===== src/rtl/controlador_deslocamento.sv =====
// controlador_deslocamento: scroll timer, move arbiter and collision filter for the drone simulator.
// Optional build macro ACELERACAO_EN: scroll period shrinks by 1/8 every 16 scroll pulses.
module controlador_deslocamento #(
    parameter int PERIODO_BASE = 1000,
    parameter int INVULN_TICKS = 3,
    parameter int PERIODO_MIN  = 64
) (
    input  logic       clock,
    input  logic       reset,
    input  logic       iniciar,
    input  logic       pausa,
    input  logic [1:0] modo,
    input  logic       move_req,
    input  logic       colisao,
    input  logic       fim_mapa,
    output logic       desloca_horizontal,
    output logic       move_drone,
    output logic       colisao_valida,
    output logic       invulneravel,
    output logic       ativo,
    output logic [3:0] db_estado
);

    localparam int PMAX = (PERIODO_BASE > PERIODO_MIN) ? PERIODO_BASE : PERIODO_MIN;
    localparam int PW   = $clog2(PMAX + 1);
    localparam int IW   = $clog2(INVULN_TICKS + 1);

    typedef enum logic [2:0] {
        OCIOSO  = 3'd0,
        CARREGA = 3'd1,
        RODANDO = 3'd2,
        PAUSADO = 3'd3,
        FIM     = 3'd4
    } estado_t;

    estado_t       state_q, state_d;
    logic [PW-1:0] periodo_q, periodo_d;
    logic [PW-1:0] cnt_q, cnt_d;
    logic [IW-1:0] icnt_q, icnt_d;
    logic          pend_q, pend_d;
    logic          inv_q, inv_d;
    logic          desloca_q, desloca_d;
    logic          move_q, move_d;
    logic          colv_q, colv_d;
    logic          ativo_q, ativo_d;
    logic          rst_meta_q, rst_sync_q;
    logic          tick;
    logic          corre;
    logic          pedido;
    logic [PW-1:0] periodo_carga;

`ifdef ACELERACAO_EN
    logic [3:0]    acel_q, acel_d;
    logic [PW-1:0] periodo_acel;

    always_comb begin
        periodo_acel = periodo_q - (periodo_q >> 3);
        if (periodo_acel < PW'(PERIODO_MIN)) begin
            periodo_acel = PW'(PERIODO_MIN);
        end
    end
`endif

    // Reset asserts immediately but is released only on a clock edge.
    always_ff @(posedge clock or negedge reset) begin
        if (!reset) begin
            rst_meta_q <= 1'b0;
            rst_sync_q <= 1'b0;
        end else begin
            rst_meta_q <= 1'b1;
            rst_sync_q <= rst_meta_q;
        end
    end

    always_comb begin
        state_d = state_q;
        case (state_q)
            OCIOSO:  if (iniciar) state_d = CARREGA;
            CARREGA: state_d = RODANDO;
            RODANDO: begin
                if (iniciar)       state_d = CARREGA;
                else if (fim_mapa) state_d = FIM;
                else if (pausa)    state_d = PAUSADO;
            end
            PAUSADO: begin
                if (iniciar)       state_d = CARREGA;
                else if (!pausa)   state_d = RODANDO;
            end
            FIM:     if (iniciar) state_d = CARREGA;
            default: state_d = OCIOSO;
        endcase
    end

    assign periodo_carga = PW'(PERIODO_BASE >> modo);
    assign tick          = (cnt_q == periodo_q - PW'(1));
    assign corre         = (state_q == RODANDO) && (state_d == RODANDO);
    // A request arriving while the previous grant is still on the output is dropped.
    assign pedido        = pend_q | (move_req & ~move_q);

    always_comb begin
        periodo_d = periodo_q;
        cnt_d     = cnt_q;
        icnt_d    = icnt_q;
        pend_d    = pend_q;
        inv_d     = inv_q;
        desloca_d = 1'b0;
        move_d    = 1'b0;
        colv_d    = 1'b0;
        ativo_d   = (state_d == RODANDO) || (state_d == PAUSADO);
`ifdef ACELERACAO_EN
        acel_d    = acel_q;
`endif

        if (state_q == CARREGA) begin
            periodo_d = periodo_carga;
        end

        if ((state_d == CARREGA) || (state_d == OCIOSO) || (state_d == FIM)) begin
            cnt_d  = '0;
            icnt_d = '0;
            pend_d = 1'b0;
            inv_d  = 1'b0;
`ifdef ACELERACAO_EN
            acel_d = '0;
`endif
        end else if (corre) begin
            desloca_d = tick;
            cnt_d     = tick ? '0 : cnt_q + PW'(1);

            // A grant that would land on a scroll cycle is held one cycle.
            if (pedido) begin
                if (tick) begin
                    pend_d = 1'b1;
                end else begin
                    move_d = 1'b1;
                    pend_d = 1'b0;
                end
            end

            if (!inv_q && colisao) begin
                colv_d = 1'b1;
                inv_d  = 1'b1;
                icnt_d = IW'(INVULN_TICKS);
            end else if (inv_q) begin
                if (icnt_q == '0) begin
                    inv_d = 1'b0;
                end else if (tick) begin
                    icnt_d = icnt_q - IW'(1);
                end
            end

`ifdef ACELERACAO_EN
            // The shortened period takes effect on the wrap of the 16th pulse.
            if (tick) begin
                acel_d = acel_q + 4'd1;
                if (acel_q == 4'd15) begin
                    periodo_d = periodo_acel;
                end
            end
`endif
        end else if ((state_q == RODANDO) && (state_d == PAUSADO)) begin
            pend_d = pedido;
        end
    end

    always_ff @(posedge clock or negedge rst_sync_q) begin
        if (!rst_sync_q) begin
            state_q   <= OCIOSO;
            periodo_q <= '0;
            cnt_q     <= '0;
            icnt_q    <= '0;
            pend_q    <= 1'b0;
            inv_q     <= 1'b0;
            desloca_q <= 1'b0;
            move_q    <= 1'b0;
            colv_q    <= 1'b0;
            ativo_q   <= 1'b0;
`ifdef ACELERACAO_EN
            acel_q    <= '0;
`endif
        end else begin
            state_q   <= state_d;
            periodo_q <= periodo_d;
            cnt_q     <= cnt_d;
            icnt_q    <= icnt_d;
            pend_q    <= pend_d;
            inv_q     <= inv_d;
            desloca_q <= desloca_d;
            move_q    <= move_d;
            colv_q    <= colv_d;
            ativo_q   <= ativo_d;
`ifdef ACELERACAO_EN
            acel_q    <= acel_d;
`endif
        end
    end

    assign desloca_horizontal = desloca_q;
    assign move_drone         = move_q;
    assign colisao_valida     = colv_q;
    assign invulneravel       = inv_q;
    assign ativo              = ativo_q;
    assign db_estado          = {1'b0, state_q};

endmodule


===== config.mk =====
export PLATFORM = sky130hd
export DESIGN_NAME = controlador_deslocamento
export DESIGN_NICKNAME = d
export VERILOG_FILES = /design/src/rtl/controlador_deslocamento.sv
export SDC_FILE = /design/constraint.sdc
export NUM_CORES = 1
export LEC_CHECK = 0
export ABC_AREA = 1
export BUFFER_PORTS_ARGS = -buffer_cell sky130_fd_sc_hd__buf_4
export CORE_ASPECT_RATIO = 1.2
export CORE_UTILIZATION = 58
export DETAILED_ROUTE_END_ITERATION = 16
export GPL_ROUTABILITY_DRIVEN = 0
export GPL_TIMING_DRIVEN = 0
export PLACE_DENSITY = 0.78
export SLEW_MARGIN = 5
export SYNTH_ARGS = -nofsm -noshare
export SYNTH_HDL_FRONTEND = slang
export SYNTH_SLANG_ARGS = --single-unit

===== constraint.sdc =====
create_clock -name clock -period 1.28 [get_ports clock]
set_input_delay 0.256 -clock clock [delete_from_list [all_inputs] [get_ports clock]]
set_output_delay 0.256 -clock clock [all_outputs]
set_load 0.01 [all_outputs]

### Word-level counts from Yosys, hierarchy flattened

Index checks and enable logic that the tools add are counted.

| storage, ports and cells | value |
|---|---|
| output and inout bits | 9 |
| bits in latches | 0 |
| register bits after elaboration | 33 |
| memory bits (read-only) | 0 |
| RAM bits | 0 |
| logic and storage cells | 82 |
| memories | 0 |
| bits of input ports | 9 |

| cells by class | value |
|---|---|
| muxes and demuxes | 35 |
| equality and inequality tests | 11 |
| add/subtract/negate cells | 3 |
| div/mod/pow operators | 0 |
| shifts and indexed selects | 1 |
| magnitude comparators | 0 |
| multipliers | 0 |
| reductions and logical operators | 17 |
| bitwise operators | 3 |

Operators by type and width:

| operator | number |
|---|---|
| $mux 10 | 3 |
| $mux 1 | 19 |
| $mux 3 | 6 |
| $eq 3x2->1 const B | 4 |
| $mux 2 | 6 |
| $pmux 3 s4 | 1 |
| $add 10x1->10 const B | 1 |
| $eq 10x10->1 | 1 |
| $shr 10x2->10 const A | 1 |
| $sub 10x1->10 const B | 1 |
| $reduce_bool 3->1 | 3 |
| $eq 3x1->1 const B | 2 |
| $eq 3x3->1 const B | 2 |
| $logic_not 3->1 | 2 |
| $reduce_and 4->1 | 1 |
| $logic_and 1x1->1 | 3 |
| $logic_or 1x1->1 | 3 |
| $ne 3x1->1 const B | 1 |
| $ne 3x3->1 const B | 1 |
| $logic_not 2->1 | 1 |
| $reduce_and 2->1 | 1 |
| $reduce_bool 2->1 | 1 |
| $reduce_or 2->1 | 1 |
| $sub 2x1->2 const B | 1 |
| 4 further kinds | 4 |

### Depth between registers and ports, before layout

Gate-level depths: netlist (run 1).

| logic depth | value |
|---|---|
| depth in word-level cells | 9 |
| depth in mapped cells | 16 |
| mapped depth without buffers | 16 |

### Least setup slack after synthesis (run 1)

OpenSTA, ideal clock, no wires.

| timing path | value |
|---|---|
| path type | reg-to-reg |
| start point | reg periodo_q[0] |
| end point | reg cnt_q[7] |
| cell stages (with the launch flop) | 14 |
| data required time | 1.150 ns |
| data arrival time | 1.540 ns |
| period minus slack after synthesis | 1.670 ns |
| setup time | 0.130 ns |
| slack | -0.390 ns |
| path buffers | 0 |
| cell sequence | dfrtp_1 > inv_2 > ha_1 > inv_1 > nor2_1 > nand2_1 > nand3_1 > nand2_1 > nor2_1 > nand2_1 > nor2_2 > nand2_1 > nand2_2 > o22ai_1 |

| between the ends | value |
|---|---|
| cells in the longest elaborated chain, start to end | 5 |

Ends and longest elaborated chain:

| element | RTL line | source |
|---|---|---|
| from (decl) | 37 | `logic [PW-1:0] periodo_q, periodo_d;` |
| from (signal assigned) | 183 | `periodo_q <= periodo_d;` |
| $sub 10x1->10 | 95 | `assign tick = (cnt_q == periodo_q - PW'(1));` |
| $eq 10x10->1 | 95 |  |
| $mux 10 | 128 | `cnt_d = tick ? '0 : cnt_q + PW'(1);` |
| $mux 10 | 126 | `end else if (corre) begin` |
| $mux 10 | 118 | `if ((state_d == CARREGA) \|\| (state_d == OCIOSO) \|\| (state_d == FIM)) begin` |
| to (signal assigned) | 184 | `cnt_q <= cnt_d;` |
| to (decl) | 38 | `logic [PW-1:0] cnt_q, cnt_d;` |

No other way between the ends. The select of a mux whose other input is x is not followed.
A chain may end at the register's enable or synchronous reset.

### Worst setup path in the final report (run 1)

Ends and elaborated chain as after synthesis.

==> flow_summary_export.csv, run 1 <==
group,metric,value,unit
final_layout,final_nets,295,
synth,ys_warn_count,0,
timing,slew_violations,0,
placed_design,placed_area,2026,µm²
synth,ys_seq_area_share,43.81,%
timing,fin_crit,1812,ps
timing,fin_ws,-532.0,ps
clock_tree,root_buffer,"clkbuf_4",
timing,setup_viol,27,
synth,synth_top_family_by_area,"simple AND/OR/NAND/NOR gates",
synth,muxShareOfSynthArea,0,%
min_path,hp-class,"input port to register",
clock_tree,path_clk_slew,100,ps
final_layout,regArea,805.8,µm²
critical_path,path_common_cell,"nand2_1",
critical_path,reg2reg_to,"cnt_q[7]",
clock_tree,cts_sinks,32,
critical_path,rrSetupSlack,-530,ps
critical_path,timing.rr.start,"periodo_q[0]",
synth,synth_area,1828,µm²
min_path,whs_path_depth,2,
grt,grt_max_degree,31,
timing,relSlewSlack,55.70,%
critical_path,crit_path_top_delay_cell,"dfrtp_1",
final_layout,syn_to_final_growth,34.36,%
synth,synthAdderAreaFrac,2.053,%
flow_run,cap_viol_max_count,0,
routing,first_pass_iters,5,
clock_tree,cts_tree,"yes",
routing,routedWlPerCell,15.11,µm
grt,antenna_found_initial,0,
clock_tree,ctsLongestPathBuffers,2,
synth,synth_top_area_cell,"dfrtp_1",
critical_path,worstPathMaxFanout,5,
synth,avgSynthCellArea,7.713,µm²
clock_tree,cts.htree.levels,2,
grt,grt_pass1_wl,7120,µm
critical_path,reg2reg_depth,13,
critical_path,cp.required,1500,ps
synth,netlist_top_cells_area,"dfrtp_1, nand2_1, inv_1",
routing,drt_iter0_drc,34,
routing,postRouteAntennaNets,0,
grt,grt_pass1_vias,1701,
die,io_pins,18,
placed_design,dp_hpwl,2826,µm
placed_design,io_buffers,16,
final_layout,multiInputGateArea,1037,µm²
critical_path,critPathBufInv,2,
critical_path,critPathArrivalTime,2030,ps
clock_tree,clock_latency,340,ps
die,fp.dieH,63.50,µm
routing,drc,0,
timing,rsz0062_at_grt,"true",
synth,synth_xor_area_share,5.749,%
synth,netlist_instances,237,
critical_path,worstSetupStartpointType,"register",
final_layout,drive_gt1_share,37.32,%
die,die-area,3381,µm²
min_path,hp-start,"modo[1]",
final_layout,num-fill-cells,162,
status,violations,"negative setup slack",
final_layout,final_cell_mix,"nand2_1, buf_4, dfrtp_1, inv_1",
grt,overflow,0,
timing,timing.final.hold_violations,0,
critical_path,cp.depth,13,
final_layout,finalInstanceArea,2456,µm²
critical_path,crit_chain,"inv_2, ha_4, inv_2, nand2_1, nand2_1, nor2_1, nand3_1, nor2_1, nand2_1, nor2_4, nand2_2, nand2_4, o22ai_1",
die,row_count,21,
synth,synthSimpleGateAreaFrac,28.68,%
timing,clock_skew,11.51,ps
synth,syn_nets,249,
critical_path,end_kind,"register",
routing,vias_per_cell,5.544,
timing,worstMarginPinSlew,664.5,ps
min_path,whs_endpoint,"periodo_q[7]",
status,status,"complete, but fails checks",
timing,fmax,0.5519,GHz
final_layout,final_common_cell,"nand2_1",
die,start_util,63.25,%
critical_path,crit_path_max_incr_delay,380,ps
critical_path,cpLargestDelayFamily,"simple AND/OR/NAND/NOR gates",
synth,yosys.area.top_type_share,43.81,%
pwr,powerDensity,1949,nW/µm²
timing,fin_setup_tns,-10250,ps
die,die_x,53.25,µm
synth,synth_compound_area_share,10.13,%
final_layout,antenna_cells,0,
grt,grt.total_usage,29.22,%
placed_design,pre_cts_slack,-639.2,ps
critical_path,path_class,"register to register",
synth,netlist-cell-type-count,33,
routing,dr_total_vias,1763,
timing,finalCritPeriodShare,141.6,%
pwr,leakage,1.175,nW
die,fp.coreArea,2890,µm²
clock_tree,cts_made_buffers,5,
pwr,ir_drop,1687,µV
synth,synth_seq_cells,32,
routing,wl,4805,µm
==> report_power, final <==
| part | switching [W] | total (W) | internal [W] |
|---|---|---|---|
| combinational | 0.00149 | 0.00277 | 0.00128 |
| clock | 0.000347 | 0.000561 | 0.000214 |
| sequential | 0.000216 | 0.00145 | 0.00124 |
==> state kept, by name (all words and copies together) (netlist names) <==
register and count:
state_q 3, cnt_q 10, ativo 1, rst_sync_q 1
colisao_valida 1, desloca_horizontal 1, periodo_q 9, invulneravel 1
move_drone 1, pend_q 1, rst_meta_q 1, icnt_q 2
==> layer usage <==
metal,vias up,track usage (%),wire [µm]
met2,58,49.69,2518
met1,849,33.39,1896
met5,-,0,0
li1,841,-,-
met4,0,16.45,159
met3,15,4.348,231
==> cells by family (layout without fill, tap and decap cells) <==
kind of cell               count (synthesis)  after routing
other                                      2              2
AOI/OAI and AO/OA                         30             30
DFF                                       32             32
and+or+nand+nor                          115            116
buffers and inverters                     43             89
adders and majority gates                  3              3
xor gates and xnor gates                  12             12
==> stage by stage <==
| step | total power, W | std cells | util [%] | hold WS, ps |
|---|---|---|---|---|
| after floorplan | 0.002741 | 237 | - | -39.59 |
| after global placement | 0.003138 | 287 | 70.09 | 37.43 |
| after detailed placement | 0.003182 | 287 | 70.09 | 39.11 |
| after CTS | 0.004307 | 311 | 80.26 | 86.38 |
| after global routing | 0.005138 | 318 | 84.98 | 83.12 |
| final | 0.004786 | 318 | 84.98 | 99.36 |
==> cells in the mapped netlist, drive strengths merged <==
cell type	instances
xnor2	2
nand3	19
o21ai	10
a2bb2oi	1
conb	2
o21a	3
clkinv	1
inv	40
a22o	1
nand2	61
buf	2
nand4	1
dfrtp	32
a22oi	1
nor4	3
nor2	27
a21oi	6
ha	3
nor3	4
xor2	10
o22ai	8
==> worst max path at each step <==
stage | from | endpoint | slack [ps]
CTS | periodo_q[0] | cnt_q[4] | -500
finish | periodo_q[0] | cnt_q[7] | -530
floorplan | periodo_q[0] | cnt_q[2] | -360
global placement | periodo_q[0] | cnt_q[2] | -620
detailed placement | periodo_q[0] | cnt_q[7] | -640
global route | periodo_q[0] | icnt_q[0] | -700
==> timing repair <==
| action | 4_1_cts | 5_1_grt |
|---|---|---|
| resized for setup | 32 | 23 |
| endpoints found under the hold margin | 2 | 0 |
| buffers inserted | 14 | 11 |
| pin swaps | 14 | 13 |
| hold buffers | 1 | 0 |
| setup endpoints to repair | 55 | 28 |
| gates cloned | 1 | 0 |
==> final cells by class <==
class,count,share of cell area (%)
multi-input combinational,163,42.23
tap,34,1.732
sequential,32,32.81
buffer,2,0.5094
timing repair buffer,38,13.96
inverter,41,6.724
clock inverter,1,0.2038
clock buffer,7,1.834
==> worst reg2reg max path, delay by kind of cell, from the launching register on <==
kind                       cells  cell delay (ps)
AOI/OAI and AO/OA              1               90
buffers and inverters          2              110
adders and majority gates      1              280
and+or+nand+nor                9              820
DFF                            1              380
No activity file was read; power rests on OpenSTA's default activity.
==> run 2: changes to the inputs <==
--- a/config.mk
+++ b/config.mk
@@ -6,13 +6,13 @@
 export NUM_CORES = 1
 export LEC_CHECK = 0
 export ABC_AREA = 1
-export BUFFER_PORTS_ARGS = -buffer_cell sky130_fd_sc_hd__buf_4
+export BUFFER_PORTS_ARGS = -buffer_cell sky130_fd_sc_hd__buf_2
 export CORE_ASPECT_RATIO = 1.2
 export CORE_UTILIZATION = 58
 export DETAILED_ROUTE_END_ITERATION = 16
 export GPL_ROUTABILITY_DRIVEN = 0
 export GPL_TIMING_DRIVEN = 0
-export PLACE_DENSITY = 0.78
+export PLACE_DENSITY_LB_ADDON = 0.08
 export SLEW_MARGIN = 5
 export SYNTH_ARGS = -nofsm -noshare
 export SYNTH_HDL_FRONTEND = slang
==> run 2 against run 1 <==
The flow still finishes with violations (negative setup slack). Critical path depth stayed put. Via count down 4.9%. Cell area is 7.7% lower.
==> flow_summary_export.csv, run 2 (same netlist as run 1, synthesis figures left out) <==
group,metric,value,unit
placed_design,dp_hpwl,2628,µm
min_path,hp-class,"input port to register",
grt,grt_pass1_vias,1602,
timing,fin_ws,-504.0,ps
final_layout,syn_to_final_growth,23.96,%
critical_path,worstPathMaxFanout,5,
clock_tree,cts_tree,"yes",
grt,overflow,0,
clock_tree,cts_made_buffers,5,
critical_path,worstSetupStartpointType,"register",
clock_tree,cts.htree.levels,2,
grt,grt_pass1_wl,6637,µm
grt,grt_max_degree,31,
die,fp.coreArea,2890,µm²
final_layout,final_cell_mix,"nand2_1, dfrtp_1, inv_1, nor2_1",
timing,rsz0062_at_grt,"true",
timing,fmax,0.5605,GHz
routing,dr_total_vias,1677,
routing,first_pass_iters,8,
pwr,ir_drop,1598,µV
clock_tree,cts_sinks,32,
timing,timing.final.hold_violations,0,
clock_tree,ctsLongestPathBuffers,2,
routing,vias_per_cell,5.410,
timing,setup_viol,26,
timing,hold_slack,100.9,ps
flow_run,cap_viol_max_count,0,
timing,finalCritPeriodShare,139.4,%
die,die-area,3381,µm²
die,row_count,21,
final_layout,final_util,78.40,%
timing,relSlewSlack,57.24,%
critical_path,critPathArrivalTime,2010,ps
timing,fin_crit,1784,ps
timing,slew_violations,0,
clock_tree,clock_latency,340,ps
placed_design,io_buffers,16,
status,status,"complete, but fails checks",
grt,grt.total_usage,27.12,%
status,violations,"negative setup slack",
routing,drt_iter0_drc,46,
die,fp.dieH,63.50,µm
critical_path,path_class,"register to register",
timing,worstMarginPinSlew,641.4,ps
final_layout,top_regs,"cnt_q (10), periodo_q (9), state_q (3)",
critical_path,end_kind,"register",
clock_tree,path_clk_slew,100,ps
die,io_pins,18,
critical_path,cp.required,1500,ps
final_layout,drive_gt1_share,31.52,%
final_layout,final_common_cell,"nand2_1",
die,die_x,53.25,µm
placed_design,placed_area,1986,µm²
routing,drc,0,
final_layout,antenna_cells,0,
final_layout,regMostFlops,"cnt_q",
final_layout,num-fill-cells,217,
clock_tree,root_buffer,"clkbuf_4",
grt,antenna_found_initial,0,
final_layout,finalInstanceArea,2266,µm²
final_layout,regArea,805.8,µm²
timing,clock_skew,1.236,ps
final_layout,largest_register_ffs,10,
pwr,leakage,1.108,nW
routing,wl,4060,µm
routing,routedWlPerCell,13.10,µm
pwr,powerDensity,1875,nW/µm²
final_layout,multiInputGateArea,974.7,µm²
final_layout,final_nets,287,
die,start_util,63.25,%
routing,postRouteAntennaNets,0,
==> run 2: cell types whose count changed in the layout (fill, tap and decap cells not counted), sizes merged <==
cell,previous run,this run
clkbuf,7,8
buf,39,31
clkinv,2,1
==> run 2: power by group <==
group          switching, W  leakage (nW)  internal, W
clock network      0.000351        0.0326     0.000271
registers          0.000234         0.406      0.00124
logic               0.00124         0.670     0.000913
total               0.00183          1.11      0.00242
==> run 2: worst max-delay path, cell delays in order, from the launching register on <==
cell     delay [ps]
dfrtp_1         410
inv_2            90
ha_4            270
inv_2            30
nand2_1          40
nand2_1          40
nor2_1           70
nand3_1          70
nor2_1          100
nand2_1          80
nor2_4          130
nand2_2         120
nand2_4         110
o22ai_1          90
==> run 2: layer usage <==
layer,vias up,GRT usage [%],part of all wire [%]
met3,11,7.246,4.8
met4,0,7.237,2.1
li1,829,-,-
met2,44,46.09,52
met1,793,32.71,41
met5,-,0,0
==> run 2: timing repair <==
action,CTS,global route
setup buffers,9,4
pin swaps,8,5
cloned,1,0
resized for setup,16,17
hold endpoints to repair,2,0
endpoints found under the setup margin,28,28
hold buffers,1,0
==> run 2: layout make-up <==
class | count | area share (%)
Multi-Input combinational cell | 163 | 43.01
Inverter | 41 | 7.178
Clock buffer | 8 | 2.595
Tap cell | 34 | 1.877
Buffer | 2 | 0.5522
Timing Repair Buffer | 30 | 9.221
Sequential cell | 32 | 35.56
==> run 2: stage by stage <==
step	power (W)	setup WS [ps]	std cells	TNS [ps]
floorplan	0.002741	-356.8	237	-4872
detailed placement	0.003127	-631.7	287	-10170
CTS	0.003972	-526.2	306	-8080
finish	0.004248	-504.0	310	-8046
global route	0.004562	-669.0	310	-10770
global placement	0.003092	-608.7	287	-9387
==> run 2: worst paths after layout <==
check | to | start | slack (ps) | cells past startpoint
max | cnt_q[7] | periodo_q[0] | -500 | 13
min | periodo_q[7] | modo[1] | 100 | 2
max reg2reg | cnt_q[7] | periodo_q[0] | -500 | 13
min reg2reg | periodo_q[6] | rst_sync_q | 300 | 0
max in group asynchronous | state_q[1] | rst_sync_q | 530 | 0
min in group asynchronous | rst_sync_q | reset | 240 | 2
